$ cat src/rtl/rst_sequencer_if.sv
// Handshake bundle between the test-control FSM, the reset sequencer and the
// reset generator status line.
interface rst_sequencer_if #(
    parameter int CNT_W = 8
);
    logic             in_req;
    logic             in_rst_stat;
    logic             out_fsm_rst;
    logic             out_busy;
    logic             out_done;
    logic             out_timeout;
    logic [CNT_W-1:0] out_count;

    modport master (
        output in_req,
        output in_rst_stat,
        input  out_fsm_rst,
        input  out_busy,
        input  out_done,
        input  out_timeout,
        input  out_count
    );

    modport slave (
        input  in_req,
        input  in_rst_stat,
        output out_fsm_rst,
        output out_busy,
        output out_done,
        output out_timeout,
        output out_count
    );
endinterface

$ cat src/rtl/rst_sequencer.sv
// Drives a timed reset request into the reset generator, then watches its
// status for take and release, reporting done or timeout to the tester FSM.
module rst_sequencer #(
    parameter int PULSE_LEN = 2,
    parameter int TIMEOUT   = 16,
    parameter int CNT_W     = 8
) (
    input  logic          in_clk,
    input  logic          in_rst_n,
    rst_sequencer_if.slave bus
);

    typedef enum logic [2:0] {
        ST_IDLE      = 3'd0,
        ST_ASSERT    = 3'd1,
        ST_WAIT_LOW  = 3'd2,
        ST_WAIT_HIGH = 3'd3,
        ST_DONE      = 3'd4
    } state_t;

    localparam logic [7:0]  PULSE_INIT = 8'(PULSE_LEN);
    localparam logic [15:0] TMO_LAST   = 16'(TIMEOUT - 1);

    state_t           r_state;
    logic             r_pending;
    logic [7:0]       r_pulse_cnt;
    logic [15:0]      r_timer;
    logic             r_fsm_rst;
    logic             r_done;
    logic             r_timeout;
    logic [CNT_W-1:0] r_count;

    state_t           w_state_nxt;
    logic             w_pending_nxt;
    logic [7:0]       w_pulse_nxt;
    logic [15:0]      w_timer_nxt;
    logic             w_fsm_rst_nxt;
    logic             w_done_nxt;
    logic             w_timeout_nxt;
    logic [CNT_W-1:0] w_count_nxt;

    // Next-state, pending-flag, counter and registered-output decode
    always_comb begin
        w_state_nxt   = r_state;
        w_pending_nxt = r_pending;
        w_pulse_nxt   = r_pulse_cnt;
        w_timer_nxt   = r_timer;
        w_done_nxt    = 1'b0;
        w_timeout_nxt = 1'b0;
        w_count_nxt   = r_count;

        // One-deep queue: a request seen while busy is remembered, extras merge
        if ((r_state != ST_IDLE) && bus.in_req) begin
            w_pending_nxt = 1'b1;
        end else begin
            w_pending_nxt = r_pending;
        end

        case (r_state)
            ST_IDLE: begin
                if (bus.in_req || r_pending) begin
                    w_pending_nxt = 1'b0;
                    w_pulse_nxt   = PULSE_INIT;
                    w_state_nxt   = ST_ASSERT;
                end else begin
                    w_state_nxt   = ST_IDLE;
                end
            end
            ST_ASSERT: begin
                if (r_pulse_cnt <= 8'd1) begin
                    w_pulse_nxt = 8'd0;
                    w_timer_nxt = 16'd0;
                    w_state_nxt = ST_WAIT_LOW;
                end else begin
                    w_pulse_nxt = r_pulse_cnt - 8'd1;
                end
            end
            ST_WAIT_LOW: begin
                // Status check wins over the timeout on the same cycle
                if (!bus.in_rst_stat) begin
                    w_timer_nxt = 16'd0;
                    w_state_nxt = ST_WAIT_HIGH;
                end else if (r_timer == TMO_LAST) begin
                    w_timeout_nxt = 1'b1;
                    w_state_nxt   = ST_IDLE;
                end else begin
                    w_timer_nxt = r_timer + 16'd1;
                end
            end
            ST_WAIT_HIGH: begin
                if (bus.in_rst_stat) begin
                    w_done_nxt  = 1'b1;
                    w_count_nxt = r_count + {{(CNT_W-1){1'b0}}, 1'b1};
                    w_state_nxt = ST_DONE;
                end else if (r_timer == TMO_LAST) begin
                    w_timeout_nxt = 1'b1;
                    w_state_nxt   = ST_IDLE;
                end else begin
                    w_timer_nxt = r_timer + 16'd1;
                end
            end
            ST_DONE: begin
                w_state_nxt = ST_IDLE;
            end
            default: begin
                w_state_nxt = ST_IDLE;
            end
        endcase

        w_fsm_rst_nxt = (w_state_nxt == ST_ASSERT);
    end

    // State and output registers with synchronous active-low reset
    always_ff @(posedge in_clk) begin
        if (!in_rst_n) begin
            r_state     <= ST_IDLE;
            r_pending   <= 1'b0;
            r_pulse_cnt <= 8'd0;
            r_timer     <= 16'd0;
            r_fsm_rst   <= 1'b0;
            r_done      <= 1'b0;
            r_timeout   <= 1'b0;
            r_count     <= '0;
        end else begin
            r_state     <= w_state_nxt;
            r_pending   <= w_pending_nxt;
            r_pulse_cnt <= w_pulse_nxt;
            r_timer     <= w_timer_nxt;
            r_fsm_rst   <= w_fsm_rst_nxt;
            r_done      <= w_done_nxt;
            r_timeout   <= w_timeout_nxt;
            r_count     <= w_count_nxt;
        end
    end

    assign bus.out_fsm_rst = r_fsm_rst;
    assign bus.out_busy    = (r_state != ST_IDLE);
    assign bus.out_done    = r_done;
    assign bus.out_timeout = r_timeout;
    assign bus.out_count   = r_count;

endmodule

$ cat src/flat_wrapper.sv
// flat-port wrapper written by rule: the top's interface ports become plain ports
module rst_sequencer_flat 
#(
    parameter int PULSE_LEN = 2,
    parameter int TIMEOUT   = 16,
    parameter int CNT_W     = 8
)
  (in_clk, in_rst_n, bus_in_req, bus_in_rst_stat, bus_out_fsm_rst, bus_out_busy, bus_out_done, bus_out_timeout, bus_out_count);
  rst_sequencer_if #(.CNT_W(CNT_W)) bus_i ();
  input  logic in_clk;
  input  logic in_rst_n;
  input wire logic [$bits(bus_i.in_req)-1:0] bus_in_req;
  input wire logic [$bits(bus_i.in_rst_stat)-1:0] bus_in_rst_stat;
  output wire logic [$bits(bus_i.out_fsm_rst)-1:0] bus_out_fsm_rst;
  output wire logic [$bits(bus_i.out_busy)-1:0] bus_out_busy;
  output wire logic [$bits(bus_i.out_done)-1:0] bus_out_done;
  output wire logic [$bits(bus_i.out_timeout)-1:0] bus_out_timeout;
  output wire logic [$bits(bus_i.out_count)-1:0] bus_out_count;
  assign bus_i.in_req = bus_in_req;
  assign bus_i.in_rst_stat = bus_in_rst_stat;
  assign bus_out_fsm_rst = bus_i.out_fsm_rst;
  assign bus_out_busy = bus_i.out_busy;
  assign bus_out_done = bus_i.out_done;
  assign bus_out_timeout = bus_i.out_timeout;
  assign bus_out_count = bus_i.out_count;
  rst_sequencer #(.PULSE_LEN(PULSE_LEN), .TIMEOUT(TIMEOUT), .CNT_W(CNT_W)) u_core (.in_clk(in_clk), .in_rst_n(in_rst_n), .bus(bus_i));
endmodule
$ cat config.mk
export PLATFORM = sky130hd
export DESIGN_NAME = rst_sequencer_flat
export DESIGN_NICKNAME = d
export VERILOG_FILES = /design/src/rtl/rst_sequencer_if.sv /design/src/rtl/rst_sequencer.sv /design/src/flat_wrapper.sv
export SDC_FILE = /design/constraint.sdc
export NUM_CORES = 1
export LEC_CHECK = 0
export ABC_AREA = 1
export BUFFER_PORTS_ARGS = -buffer_cell sky130_fd_sc_hd__buf_2
export CAP_MARGIN = 20
export CORE_ASPECT_RATIO = 0.6
export CORE_MARGIN = 5
export CORE_UTILIZATION = 61
export CTS_CLUSTER_SIZE = 16
export DETAILED_ROUTE_END_ITERATION = 8
export PLACE_DENSITY_LB_ADDON = 0.12
export SETUP_SLACK_MARGIN = 0.15
export SLEW_MARGIN = 20
export SYNTH_ARGS = -nofsm -noshare
export SYNTH_HDL_FRONTEND = slang
export SYNTH_SLANG_ARGS = --single-unit
$ cat constraint.sdc
create_clock -name in_clk -period 2.91 [get_ports in_clk]
set_clock_uncertainty 0.15 [all_clocks]
set_input_delay 0.1455 -clock in_clk [delete_from_list [all_inputs] [get_ports in_clk]]
set_output_delay 0.1455 -clock in_clk [all_outputs]
set_load 0.02 [all_outputs]
After elaboration in Yosys (flattened, before gate mapping):

Cells that the tools add are included.

* bits in registers: 39
* input port bits: 4
* output and inout port bits: 12
* word-level logic and storage cells: 52

* $add $sub $neg: 3
* $lt $le $gt $ge: 1
* equal/unequal tests: 8
* muxes and demuxes: 22
* reduce and logical (&&, ||, !) cells: 10

Operators with widths (number)
* 16-bit two-way mux: 4
* 16-bit case mux with 3 select lines: 1
* 16-bit by 1-bit adder with 16-bit output, second input constant: 1
* 16-bit by 4-bit equality test with 1-bit output, second input constant: 1
* 8-bit two-way mux: 2
* 8-bit case mux with 2 select lines: 1
* 3-bit two-way mux: 4
* 3-bit case mux with 4 select lines: 1
* 8-bit by 1-bit adder with 8-bit output, second input constant: 1
* 8-bit by 1-bit less-or-equal comparator with 1-bit output, second input constant: 1
* 1-bit two-way mux: 8
* 8-bit by 1-bit subtractor with 8-bit output, second input constant: 1
* 3-bit by 1-bit equality test with 1-bit output, second input constant: 2
* 3-bit by 2-bit equality test with 1-bit output, second input constant: 2
* 2-bit AND reduction: 3
* 3-bit nonzero test: 2
* 2-bit by 1-bit != test with 1-bit output, second input constant: 2
* 3-bit logical NOT: 1
* 3-bit AND reduction: 1
* 2-bit != test, second input constant: 1
* 1-bit case mux with 2 select lines: 1
* 2-bit nonzero test: 1
* 1-bit logical AND: 1
* 1-bit logical OR: 1

Depth between registers and ports, before layout:

Gate-level depths: netlist of run 1.

* depth after elaboration: 5
* mapped depth: 11
* mapped depth without buffers: 11

Worst setup path before layout of run 1:

OpenSTA, ideal clock, no wires.

* path type: reg2reg
* from: register u_core.r_pulse_cnt[0]
* to: register u_core.r_timer[5]
* library setup time: 0.064 ns
* arrival: 1.436 ns
* required time: 2.696 ns
* slack: 1.260 ns
* cell stages (with the launch flop): 11
* path buffers: 1
* period minus slack after synthesis: 1.650 ns
* cells stage by stage: dfxtp_1 -> inv_1 -> ha_1 -> nor2_1 -> nor2_4 -> nand3_4 -> clkinv_1 -> nor2_2 -> buf_6 -> o21ai_1 -> nor2_1

* cells in the longest elaborated chain, start to end: 3

RTL lines
* from (decl): RTL line rst_sequencer.sv:26 `logic [7:0] r_pulse_cnt;`
* from (signal assigned): RTL line rst_sequencer.sv:127 `r_pulse_cnt <= w_pulse_nxt;`
* 8-bit by 1-bit less-or-equal comparator with 1-bit output: RTL line rst_sequencer.sv:70 `if (r_pulse_cnt <= 8'd1) begin`
* 2-bit by 1-bit != test with 1-bit output (no source line)
* 3-bit AND reduction (no source line)
* to (signal assigned): RTL line rst_sequencer.sv:128 `r_timer <= w_timer_nxt;`
* to (decl): RTL line rst_sequencer.sv:27 `logic [15:0] r_timer;`

Every way passes these cells.
A chain may end at the register's enable or synchronous reset.

Final worst setup path of run 1:

* from: register u_core.r_pulse_cnt[0]
* to: register u_core.r_timer[0]

The elaborated chain is that of the path after synthesis.

==> metrics.log, run 1 <==
[metrics] run status: finished clean
[metrics] final std cell area, no fill: approximately 2400 µm²
[metrics] via-per-instance ratio: 5.34
[metrics] Die Ht: around 56 µm
[metrics] leakage power total: between 1 and 1.5 nW
[metrics] H-tree depth: 2
[metrics] Starting Density: between 60 and 70%
[metrics] required time of the critical path: between 2 and 3 ns
[metrics] die area: roughly 4800 µm²
[metrics] kind of launch point of the worst setup path: flop
[metrics] clock root buffer: sky130_fd_sc_hd__clkbuf_8
[metrics] quantity of gates resized following cts: 0
[metrics] # IOs: 16
[metrics] Unique masters post-synth: 33
[metrics] pin count of the biggest net entering global routing: 18
[metrics] Total Power Consumption: 1.99 mW
[metrics] Pre-Repair DR Iteration Count: 4
[metrics] share of post-route cells with drive strength above 1: 15.3%
[metrics] peak ir drop on the vdd network: between 300 and 400 µV
[metrics] minimum clock period: around 2.2 ns
[metrics] critical path's slowest cell: sky130_fd_sc_hd__nor2_2
[metrics] part of the power in the clock network: approximately a quarter
[metrics] logic gate share of total power: 43.0%
[metrics] net count after synthesis: roughly 320
[metrics] count of final setup violators: 0
[metrics] setup TNS after final layout: 0 ns
[metrics] Final Cycle Share: about 75%
[metrics] launch point of the worst hold path: bus_in_rst_stat
[metrics] setup slack after layout: 0.727 ns
[metrics] synthesis warning total: 0
[metrics] Post-Layout Cell Count: 379
[metrics] Yosys reg bits: 39
[metrics] GRT Residual Overflow: 0
[metrics] deepest clock path buffer count: 2
[metrics] fraction of post-synthesis cell area in the top cell type by area: between 30 and 40%
[metrics] Port Buffers: 15
[metrics] cell with the most instances after synthesis: sky130_fd_sc_hd__nand2_1
[metrics] synthesized area per cell: between 6 and 7 µm²
[metrics] FP Rows: 16
[metrics] Final Routed Wirelength: around 4.6 mm
[metrics] reg2reg setup slack: between 0.7 and 0.8 ns
[metrics] CP Class: flop to flop
[metrics] critical-path cell list: inv_1 > ha_1 > nor2_1 > nor2_4 > nand3_4 > clkinv_1 > nor2_2 > inv_1 > a21oi_1
[metrics] power density of the placed cells: 847 nW/µm²
[metrics] total clock buffers created by CTS: 5
[metrics] total count of max-transition violations in the final report: 0
[metrics] register share of total power: around 33%
[metrics] number of cells produced by synthesis: 314
[metrics] dominant register cell in the synthesized netlist: sky130_fd_sc_hd__dfxtp_1
[metrics] Synth top cells by count: 72 x sky130_fd_sc_hd__nand2_1, 51 x sky130_fd_sc_hd__nor2_1, 39 x sky130_fd_sc_hd__dfxtp_1
[metrics] Detail Route Antenna Nets: 0
[metrics] Routability Congestion: around 0.84
[metrics] CORE AREA: approximately 3300 µm²
[metrics] area added between synthesis and finish: 11.0%
[metrics] Relative slew margins: 63.7%
[metrics] net switching power: between 0.8 and 0.9 mW
[metrics] routed length per instance: 12.1 µm
[metrics] slew at the pin closest to its max-slew limit: about 0.54 ns
[metrics] antenna violations before repair: 0
[metrics] type of element capturing the critical path: flop
[metrics] Worst EP arrival: around 2.3 ns
[metrics] source-to-sink clock delay at the later pin of the worst-skew pair: 0.29 ns
[metrics] die boundary width: 86.1 µm
[metrics] clock transition at the register clock pins on the worst setup and hold paths after CTS: about 0.08 ns
[metrics] proportion of register bits with asynchronous set or reset after synthesis: 0%
[metrics] cell repeated most along the worst path: sky130_fd_sc_hd__inv_1
[metrics] count of maximum capacitance violations: 0
[metrics] RR Startpoint: u_core.r_pulse_cnt[0]
[metrics] achievable clock frequency: 458 MHz
[metrics] Post-route DRC: 0
[metrics] Post-synth EDFFs: 0
[metrics] critical register-to-register path endpoint: u_core.r_timer[0]
[metrics] Register-to-Register Path Depth: 9
[metrics] Worst setup endpoint: u_core.r_timer[0]
[metrics] Detailed Place HPWL: around 3.4 mm
[metrics] number of vias after detailed routing: a little over 2,000
[metrics] setup repair after global routing missed its margin: no
[metrics] Antenna Diode Count: 0
[metrics] Worst Hold Class: input pin to flop
[metrics] Setup Slack @ Placement: approximately 0.8 ns
[metrics] number of hold violations in the final report: 0
[metrics] Internal Pwr Total: 1.15 mW
[metrics] switching portion of total power: a little over two fifths
[metrics] total number of nets in the final design: about 340
[metrics] largest cells by area after synthesis: sky130_fd_sc_hd__dfxtp_1 37%, sky130_fd_sc_hd__nand2_1 13%, sky130_fd_sc_hd__nor2_1 9.0%
[metrics] starting DRC count in detailed routing: between 150 and 200
[metrics] Post-Synthesis Cell Area: around 2100 µm²
[metrics] vias in the first global route: approximately 1,900
[metrics] Worst setup startpoint: u_core.r_pulse_cnt[0]
[metrics] Critical Path Fanout Max: 12
[metrics] cell count after placement: between 300 and 400
[metrics] total number of clock tree sinks: 39
[metrics] CTS tree: yes
[metrics] wire length of the first global-routing pass: 8.34 mm
[metrics] global router's overall resource usage: between 20% and 30%
[metrics] post-placement cell area: between 2000 and 2500 µm²
[metrics] highest cell delay on the worst timing path: 0.44 ns
[metrics] sequential fraction of the synthesis area: 36.8%
[metrics] Synth area leader: sky130_fd_sc_hd__dfxtp_1
## power groups by stage
stage	Sequential, mW	Clock, mW	Combinational [mW]
floorplan	0.675	0	0.675
global placement	0.670	0	0.828
detailed placement	0.673	0	0.846
CTS	0.662	0.487	0.853
global route	0.673	0.516	0.966
finish	0.662	0.476	0.858
## flip-flops by register name (all words and copies together), names as in the netlist
name and cells:
u_core.r_timer 16, u_core.bus.out_count 8, u_core.r_pulse_cnt 8, u_core.r_state 3, u_core.bus.out_done 1, u_core.bus.out_fsm_rst 1
u_core.bus.out_timeout 1, u_core.r_pending 1
## worst max-delay path: cells and delay by family, from the launching register on
kind	cells	cell delay (ns)
buffers and inverters	3	0.39
and+or+nand+nor	4	0.82
adders and majority gates	1	0.27
DFF	1	0.35
AOI/OAI and AO/OA	1	0.14
## per-layer routing
layer	routed length, µm	vias to the layer above	global-route usage (%)	share of wire (%)
li1	-	1053	-	-
met1	2350	890	30.8	51
met2	1830	70	29.9	40
met3	319	11	5.62	7.0
met4	68	0	7.22	1.5
met5	0	-	0	0
## per-stage QoR
stage	hold WS (ns)	utilization [%]
after CTS	0.0376	71.3
after global routing	0.0558	71.3
after detailed placement	0.294	67.3
after global placement	0.263	67.3
after floorplan	0.163	-
final	0.0489	71.3
## placed cells by master (no fill, tap or decap), types with 2 or more instances in the layout
cell	count
sky130_fd_sc_hd__ha_1	4
sky130_fd_sc_hd__buf_2	15
sky130_fd_sc_hd__nand3_1	20
sky130_fd_sc_hd__clkbuf_8	6
sky130_fd_sc_hd__nand2_2	4
sky130_fd_sc_hd__nand4_1	11
sky130_fd_sc_hd__o21ai_1	3
sky130_fd_sc_hd__o21bai_1	2
sky130_fd_sc_hd__inv_1	32
sky130_fd_sc_hd__nor3_1	4
sky130_fd_sc_hd__inv_2	8
sky130_fd_sc_hd__dfxtp_1	39
sky130_fd_sc_hd__nand2_1	72
sky130_fd_sc_hd__a21oi_1	24
sky130_fd_sc_hd__nor2_4	3
sky130_fd_sc_hd__nor2_1	51
sky130_fd_sc_hd__nor2_2	5
sky130_fd_sc_hd__a31oi_1	2
sky130_fd_sc_hd__o21ai_0	12
## cells by family (layout without fill, tap and decap cells)
family                     Yosys count  after routing  share of synthesized area, %
buffers and inverters               46             66                          8.96
AOI/OAI and AO/OA                   45             45                          11.7
adders and majority gates            4              4                          2.36
and+or+nand+nor                    178            178                          39.4
xor gates and xnor gates             2              2                         0.826
DFF                                 39             39                          36.8
## area by class of cell
cell class / count / area [µm²]
Inverter: 42 / 160
Tap cell: 45 / 56.3
Multi-Input combinational cell: 229 / 1150
Clock inverter: 2 / 38.8
Clock buffer: 6 / 82.6
Sequential cell: 39 / 781
Timing Repair Buffer: 16 / 85.1
Fill cell: 278 / 948
## timing repair
| item | CTS | global route |
|---|---|---|
| hold buffers | 1 | 0 |
| setup buffers | 0 | 0 |
| hold endpoints to repair | 1 | 0 |
## worst min path at each step
stage	end	depth (start not counted)
after floorplan	u_core.r_pending	2
after global placement	u_core.r_pending	3
after detailed placement	u_core.r_pending	3
after CTS	u_core.bus.out_timeout	3
after global routing	u_core.bus.out_count[3]	3
final	u_core.bus.out_timeout	3
Power figures use the tool's default switching activity.
==> run 2, diff against run 1 <==
--- a/config.mk
+++ b/config.mk
@@ -10,7 +10,7 @@
 export CAP_MARGIN = 20
 export CORE_ASPECT_RATIO = 0.6
 export CORE_MARGIN = 5
-export CORE_UTILIZATION = 61
+export CORE_UTILIZATION = 53
 export CTS_CLUSTER_SIZE = 16
 export DETAILED_ROUTE_END_ITERATION = 8
 export PLACE_DENSITY_LB_ADDON = 0.12
==> constraint.sdc (replaced) <==
create_clock -name in_clk -period 1.9 [get_ports in_clk]
set_clock_uncertainty 0.15 [all_clocks]
set_input_delay 0.095 -clock in_clk [delete_from_list [all_inputs] [get_ports in_clk]]
set_output_delay 0.095 -clock in_clk [all_outputs]
set_load 0.02 [all_outputs]
==> run 2 against run 1 <==
  * Non-clock buffer count is 11 higher
  * Core utilization is 3.4 points lower
  * Largest cell class unchanged
  * Largest power group unchanged
  * First-iteration DRC count is 23% lower
==> metrics.log, run 2 (synthesis results as in run 1) <==
[metrics] kind of launch point of the worst setup path: flop
[metrics] highest cell delay on the worst timing path: 0.34 ns (-0.10 ns)
[metrics] Routability Congestion: 0.886 (+5.0%)
[metrics] slew at the pin closest to its max-slew limit: 0.482 ns (-0.0623 ns)
[metrics] FP Rows: 17 (+1)
[metrics] setup repair after global routing missed its margin: yes
[metrics] flip-flop count of the largest register after layout: 16 (unchanged)
[metrics] # IOs: 16 (unchanged)
[metrics] required time of the critical path: 1.99 ns (-1.00 ns)
[metrics] achievable clock frequency: 565 MHz (+23%)
[metrics] Final Cycle Share: 93.2% (+18 points)
[metrics] Relative slew margins: 67.9% (+4.2 points)
[metrics] CORE AREA: 3760 µm² (+14%)
[metrics] highest-count cells in the layout ignoring fill and taps: 69 x sky130_fd_sc_hd__nand2_1, 49 x sky130_fd_sc_hd__nor2_1, 36 x sky130_fd_sc_hd__dfxtp_1
[metrics] power density of the placed cells: 1340 nW/µm² (+58%)
[metrics] global router's overall resource usage: 19.3% (-1.9 points)
[metrics] starting DRC count in detailed routing: 123 (-23%)
[metrics] Critical Path Fanout Max: 5 (-7)
[metrics] leading cell type in the layout, fill and taps excluded: sky130_fd_sc_hd__nand2_1
[metrics] Detail Route Antenna Nets: 0 (unchanged)
[metrics] final std cell area, no fill: 2560 µm² (+8.6%)
[metrics] clock transition at the register clock pins on the worst setup and hold paths after CTS: 0.07 ns (about the same)
[metrics] count of maximum capacitance violations: 0 (unchanged)
[metrics] peak ir drop on the vdd network: 545 µV (+37%)
[metrics] clock root buffer: sky130_fd_sc_hd__clkbuf_8
[metrics] Detailed Place HPWL: 3.60 mm (+6.3%)
[metrics] critical path's slowest cell: sky130_fd_sc_hd__dfxtp_2
[metrics] utilization of the core after routing: 67.9% (-3.4 points)
[metrics] total number of clock tree sinks: 39 (unchanged)
[metrics] Worst Hold Class: input pin to flop
[metrics] wire length of the first global-routing pass: 8.14 mm (-2.3%)
[metrics] top cell family by delay on the critical path: simple AND/OR/NAND/NOR gates
[metrics] type of element capturing the critical path: flop
[metrics] share of post-route cells with drive strength above 1: 23.4% (+8.1 points)
[metrics] minimum clock period: 1.77 ns (-0.413 ns)
[metrics] critical-path cell list: buf_6 > ha_4 > nor2_4 > nor2_4 > nand3_4 > buf_6 > clkinvlp_4 > nor2_4 > buf_6 > o21ai_2 > nor2_1
[metrics] vias in the first global route: 1,750 (-8.3%)
[metrics] Buffers & Inverters on Critical Path: 4 (+1)
[metrics] Port Buffers: 15 (unchanged)
[metrics] antenna violations before repair: 0 (unchanged)
[metrics] Worst EP arrival: 1.86 ns (-0.40 ns)
[metrics] number of vias after detailed routing: 2,053 (+1.4%)
[metrics] Post-Layout Cell Count: 393 (+3.7%)
[metrics] pin count of the biggest net entering global routing: 18 (unchanged)
[metrics] Die Ht: 59.0 µm (+6.0%)
[metrics] CP Class: flop to flop
[metrics] source-to-sink clock delay at the later pin of the worst-skew pair: 0.30 ns (about the same)
[metrics] total area of sequential cells: 785 µm² (+0.48%)
[metrics] die area: 5410 µm² (+13%)
[metrics] Post-route DRC: 0 (unchanged)
[metrics] filler instances: 326 (+17%)
[metrics] die boundary width: 91.7 µm (+6.4%)
[metrics] GRT Residual Overflow: 0 (unchanged)
[metrics] Final Routed Wirelength: 5.02 mm (+9.8%)
[metrics] cell count after placement: 376 (+1.6%)
[metrics] number of hold violations in the final report: 0 (unchanged)
[metrics] Antenna Diode Count: 0 (unchanged)
[metrics] Top reg by flops: u_core.r_timer
[metrics] total clock buffers created by CTS: 5 (unchanged)
[metrics] CTS tree: yes
[metrics] run status: finished clean
[metrics] area added between synthesis and finish: 20.5%
[metrics] total number of nets in the final design: 353 (+3.5%)
[metrics] setup TNS after final layout: 0 ns (unchanged)
[metrics] via-per-instance ratio: 5.22 (-2.2%)
[metrics] total count of max-transition violations in the final report: 0 (unchanged)
[metrics] Pre-Repair DR Iteration Count: 4 (unchanged)
[metrics] H-tree depth: 2 (unchanged)
[metrics] Starting Density: 56.4% (-7.9 points)
[metrics] post-placement cell area: 2260 µm² (+1.5%)
[metrics] count of final setup violators: 0 (unchanged)
[metrics] multi-input logic area: 1250 µm² (+8.3%)
[metrics] routed length per instance: 12.8 µm (+5.9%)
[metrics] deepest clock path buffer count: 2 (unchanged)
[metrics] leakage power total: 1.11 nW (+5.8%)
==> run 2: cell type report <==
type                       instances  share of cell area (%)
clock buffer                       6                    3.23
clock inverter                     2                    1.37
tap                               47                    2.30
timing repair buffer              27                    7.15
multi-input combinational        230                    48.8
sequential                        39                    30.7
inverter                          42                    6.51
==> run 2: worst min-delay path: cells and delay by family <==
kind,cells,cell delay [ns]
buffers and inverters,1,0.13
and+or+nand+nor,1,0.07
AOI/OAI and AO/OA,1,0.12
==> run 2: stage by stage <==
step / power [mW] / hold slack (ns) / worst slack, ns
6_report: 3.41 / 0.00670 / 0.130
5_1_grt: 3.66 / 0.0268 / 0.0414
4_1_cts: 3.11 / 0.00555 / 0.164
3_5_place_dp: 2.36 / 0.229 / 0.131
3_3_place_gp: 2.34 / 0.223 / 0.142
2_1_floorplan: 2.07 / 0.112 / 0.250
==> run 2: what timing repair did <==
| item | CTS | global route |
|---|---|---|
| cloned | 0 | 1 |
| hold endpoints to repair | 4 | 0 |
| resized for setup | 3 | 27 |
| pin swaps | 0 | 12 |
| setup endpoints to repair | 13 | 23 |
| hold buffers | 2 | 0 |
| buffers inserted | 0 | 6 |
==> run 2: path summary, 6_finish.rpt <==
kind,from,end,slack [ns],cells past startpoint
worst min-delay path,bus_in_rst_stat,u_core.bus.out_timeout,0.007,3
worst max register to register,u_core.r_pulse_cnt[0],u_core.r_timer[5],0.13,11
worst max-delay path,u_core.r_pulse_cnt[0],u_core.r_timer[5],0.13,11
worst min register to register,u_core.r_pulse_cnt[5],u_core.r_pulse_cnt[5],0.32,2
==> run 2: where the power goes <==
| group | internal, mW | switching (mW) | leakage, nW | total [mW] |
|---|---|---|---|---|
| Clock | 0.425 | 0.298 | 0.0612 | 0.723 |
| Sequential | 0.930 | 0.0936 | 0.317 | 1.02 |
| Combinational | 0.625 | 1.04 | 0.728 | 1.67 |
==> run 2: layer usage <==
metal  up-vias  share of wire, %  GRT usage (%)
li1       1077                 -              -
met1       909                51           29.3
met2        62                38           24.9
met3         5               9.2           5.46
met4         0               1.1           7.82
met5         -                 0              0
==> run 3, diff against run 2 <==
--- a/config.mk
+++ b/config.mk
@@ -6,13 +6,13 @@
 export NUM_CORES = 1
 export LEC_CHECK = 0
 export ABC_AREA = 1
-export BUFFER_PORTS_ARGS = -buffer_cell sky130_fd_sc_hd__buf_2
 export CAP_MARGIN = 20
 export CORE_ASPECT_RATIO = 0.6
-export CORE_MARGIN = 5
-export CORE_UTILIZATION = 53
+export CORE_MARGIN = 2
+export CORE_UTILIZATION = 56
 export CTS_CLUSTER_SIZE = 16
 export DETAILED_ROUTE_END_ITERATION = 8
+export DONT_BUFFER_PORTS = 1
 export PLACE_DENSITY_LB_ADDON = 0.12
 export SETUP_SLACK_MARGIN = 0.15
 export SLEW_MARGIN = 20
==> run 3 against run 2 <==
  * Worst hold slack better by 0.0071 ns
  * Final cell count is 3.6% lower
  * Core utilization is 0.20 points higher
  * Non-clock buffer count is 14 lower
  * Sequential cell count stayed put
  * Wire length is 2.4% higher
  * Clock-buffer cell count stayed put
  * Register-to-register slack better by 0.05 ns
  * Worst setup slack better by 0.049 ns
  * Global-route usage is 5.5 points higher
  * Die area is 20% lower
  * Critical endpoint is now u_core.r_timer[3]
  * Largest power group unchanged
==> metrics.log, run 3 (synthesis results as in run 1) <==
[metrics] run status: finished clean
[metrics] GRT Residual Overflow: 0 (unchanged)
[metrics] Starting Density: 58.0% (+1.6 points)
[metrics] via-per-instance ratio: 5.33 (+2.1%)
[metrics] utilization of the core after routing: 68.1% (+0.20 points)
[metrics] FP Rows: 17 (unchanged)
[metrics] CORE AREA: 3660 µm² (-2.8%)
[metrics] peak ir drop on the vdd network: 885 µV (+62%)
[metrics] setup TNS after final layout: 0 ns (unchanged)
[metrics] type of element capturing the critical path: flop
[metrics] share of post-route cells with drive strength above 1: 18.7% (-4.7 points)
[metrics] clock root buffer: sky130_fd_sc_hd__clkbuf_8
[metrics] leading cell type in the layout, fill and taps excluded: sky130_fd_sc_hd__nand2_1
[metrics] Worst Hold Class: input pin to flop
[metrics] pin count of the biggest net entering global routing: 18 (unchanged)
[metrics] routed length per instance: 13.5 µm (+6.1%)
[metrics] multi-input logic area: 1230 µm² (-1.1%)
[metrics] # IOs: 16 (unchanged)
[metrics] setup slack after layout: 0.179 ns (+0.0491 ns)
[metrics] number of hold violations in the final report: 0 (unchanged)
[metrics] Setup Slack @ Placement: 0.0646 ns (-0.0663 ns)
[metrics] Final Cycle Share: 90.6% (-2.6 points)
[metrics] total area of sequential cells: 788 µm² (+0.48%)
[metrics] Relative slew margins: 68.2% (+0.38 points)
[metrics] Antenna Diode Count: 0 (unchanged)
[metrics] CTS tree: yes
[metrics] highest-count cells in the layout ignoring fill and taps: 71 x sky130_fd_sc_hd__nand2_1, 48 x sky130_fd_sc_hd__nor2_1, 35 x sky130_fd_sc_hd__dfxtp_1
[metrics] slew at the pin closest to its max-slew limit: 0.476 ns (-0.00564 ns)
[metrics] critical-path cell list: inv_4 > ha_4 > nor2_4 > nor2_4 > nand3_4 > buf_8 > nand2_8 > buf_6 > nand4_1 > nor2_1 > nor2_1
[metrics] count of final setup violators: 0 (unchanged)
[metrics] source-to-sink clock delay at the later pin of the worst-skew pair: 0.29 ns (about the same)
[metrics] Worst EP arrival: 1.77 ns (-0.09 ns)
[metrics] total clock buffers created by CTS: 5 (unchanged)
[metrics] flip-flop count of the largest register after layout: 16 (unchanged)
[metrics] total count of max-transition violations in the final report: 0 (unchanged)
[metrics] setup repair after global routing missed its margin: yes
[metrics] Detailed Place HPWL: 3.57 mm (-0.91%)
[metrics] area added between synthesis and finish: 17.4%
[metrics] antenna violations before repair: 0 (unchanged)
[metrics] minimum clock period: 1.72 ns (-0.0491 ns)
[metrics] Routability Congestion: 0.918 (+3.6%)
[metrics] Detail Route Antenna Nets: 0 (unchanged)
[metrics] power density of the placed cells: 1390 nW/µm² (+4.0%)
[metrics] leakage power total: 1.05 nW (-5.0%)
[metrics] clock transition at the register clock pins on the worst setup and hold paths after CTS: 0.08 ns (about the same)
[metrics] total number of nets in the final design: 339 (-4.0%)
[metrics] critical path's slowest cell: sky130_fd_sc_hd__dfxtp_2
[metrics] Critical Path Fanout Max: 6 (+1)
[metrics] filler instances: 314 (-3.7%)
[metrics] Final Routed Wirelength: 5.13 mm (+2.4%)
[metrics] Port Buffers: 0 (-15)
[metrics] die boundary width: 83.5 µm (-9.0%)
[metrics] Pre-Repair DR Iteration Count: 5 (+1)
[metrics] deepest clock path buffer count: 2 (unchanged)
[metrics] vias in the first global route: 1,757 (+0.40%)
[metrics] global router's overall resource usage: 24.8% (+5.5 points)
[metrics] Top reg by flops: u_core.r_timer
[metrics] CP Class: flop to flop
[metrics] kind of launch point of the worst setup path: flop
[metrics] die area: 4310 µm² (-20%)
[metrics] Post-route DRC: 0 (unchanged)
[metrics] wire length of the first global-routing pass: 8.25 mm (+1.4%)
[metrics] H-tree depth: 2 (unchanged)
[metrics] highest cell delay on the worst timing path: 0.33 ns (about the same)
[metrics] Die Ht: 51.7 µm (-12%)
[metrics] reg2reg setup slack: 0.18 ns (+0.05 ns)
[metrics] achievable clock frequency: 581 MHz (+2.9%)
[metrics] number of vias after detailed routing: 2,021 (-1.6%)
[metrics] total number of clock tree sinks: 39 (unchanged)
[metrics] starting DRC count in detailed routing: 164 (+33%)
[metrics] count of maximum capacitance violations: 0 (unchanged)
[metrics] required time of the critical path: 1.95 ns (-0.04 ns)
## run 3: changes by cell type in the layout (fill, tap and decap cells not counted), moves of 2 or more
cell,previous run,this run
sky130_fd_sc_hd__buf_2,15,0
sky130_fd_sc_hd__nand2_2,7,3
sky130_fd_sc_hd__buf_6,4,1
sky130_fd_sc_hd__buf_4,5,7
sky130_fd_sc_hd__nand2_1,69,71
sky130_fd_sc_hd__nand2_4,0,2
sky130_fd_sc_hd__nor2_2,5,7
## run 3: worst max-delay path: cells and delay by family (launching register included)
family | cells | cell delay, ns
flops | 1 | 0.33
fa+ha+maj | 1 | 0.15
buf+inv | 3 | 0.36
simple gates | 7 | 0.62
## run 3: timing repair
item	CTS	global route
gates resized for setup	3	27
hold buffers	3	0
buffers inserted	0	4
endpoints found under the hold margin	15	0
pin swaps	2	10
cloned	1	0
endpoints found under the setup margin	11	21
## run 3: per-layer routing
| layer | GRT usage [%] | wire length (µm) | part of all wire [%] | up-vias |
|---|---|---|---|---|
| li1 | - | - | - | 1048 |
| met1 | 36.9 | 2680 | 52 | 893 |
| met2 | 34.1 | 1920 | 37 | 75 |
| met3 | 6.67 | 468 | 9.1 | 5 |
| met4 | 8.87 | 66 | 1.3 | 0 |
| met5 | 0 | 0 | 0 | - |
## run 3: path summary, 6_finish.rpt
| check | depth (start not counted) | startpoint | endpoint |
|---|---|---|---|
| max | 11 | u_core.r_pulse_cnt[1] | u_core.r_timer[3] |
| min | 5 | in_rst_n | u_core.r_timer[1] |
| max reg2reg | 11 | u_core.r_pulse_cnt[1] | u_core.r_timer[3] |
| min reg2reg | 2 | u_core.r_pulse_cnt[5] | u_core.r_pulse_cnt[5] |
## run 3: stage by stage
stage                     cells  power, mW  hold WS [ns]  area, µm²
after CTS                   375       3.16       0.00818       2370
after global routing        379       3.66        0.0339       2490
after detailed placement    363       2.39        0.0781       2210
after global placement      363       2.34        0.0728       2210
final                       379       3.46        0.0138       2490
after floorplan             314       2.07         0.112       2120
## run 3: cell type report
class / count / area share (%)
Clock inverter: 2 / 1.41
Sequential cell: 39 / 31.6
Clock buffer: 6 / 3.31
Tap cell: 47 / 2.36
Inverter: 42 / 6.63
Multi-Input combinational cell: 230 / 49.5
Timing Repair Buffer: 13 / 5.17
## run 3: where the power goes
group	internal, mW	switching (mW)
Combinational	0.636	1.05
Sequential	0.932	0.116
Clock	0.425	0.300
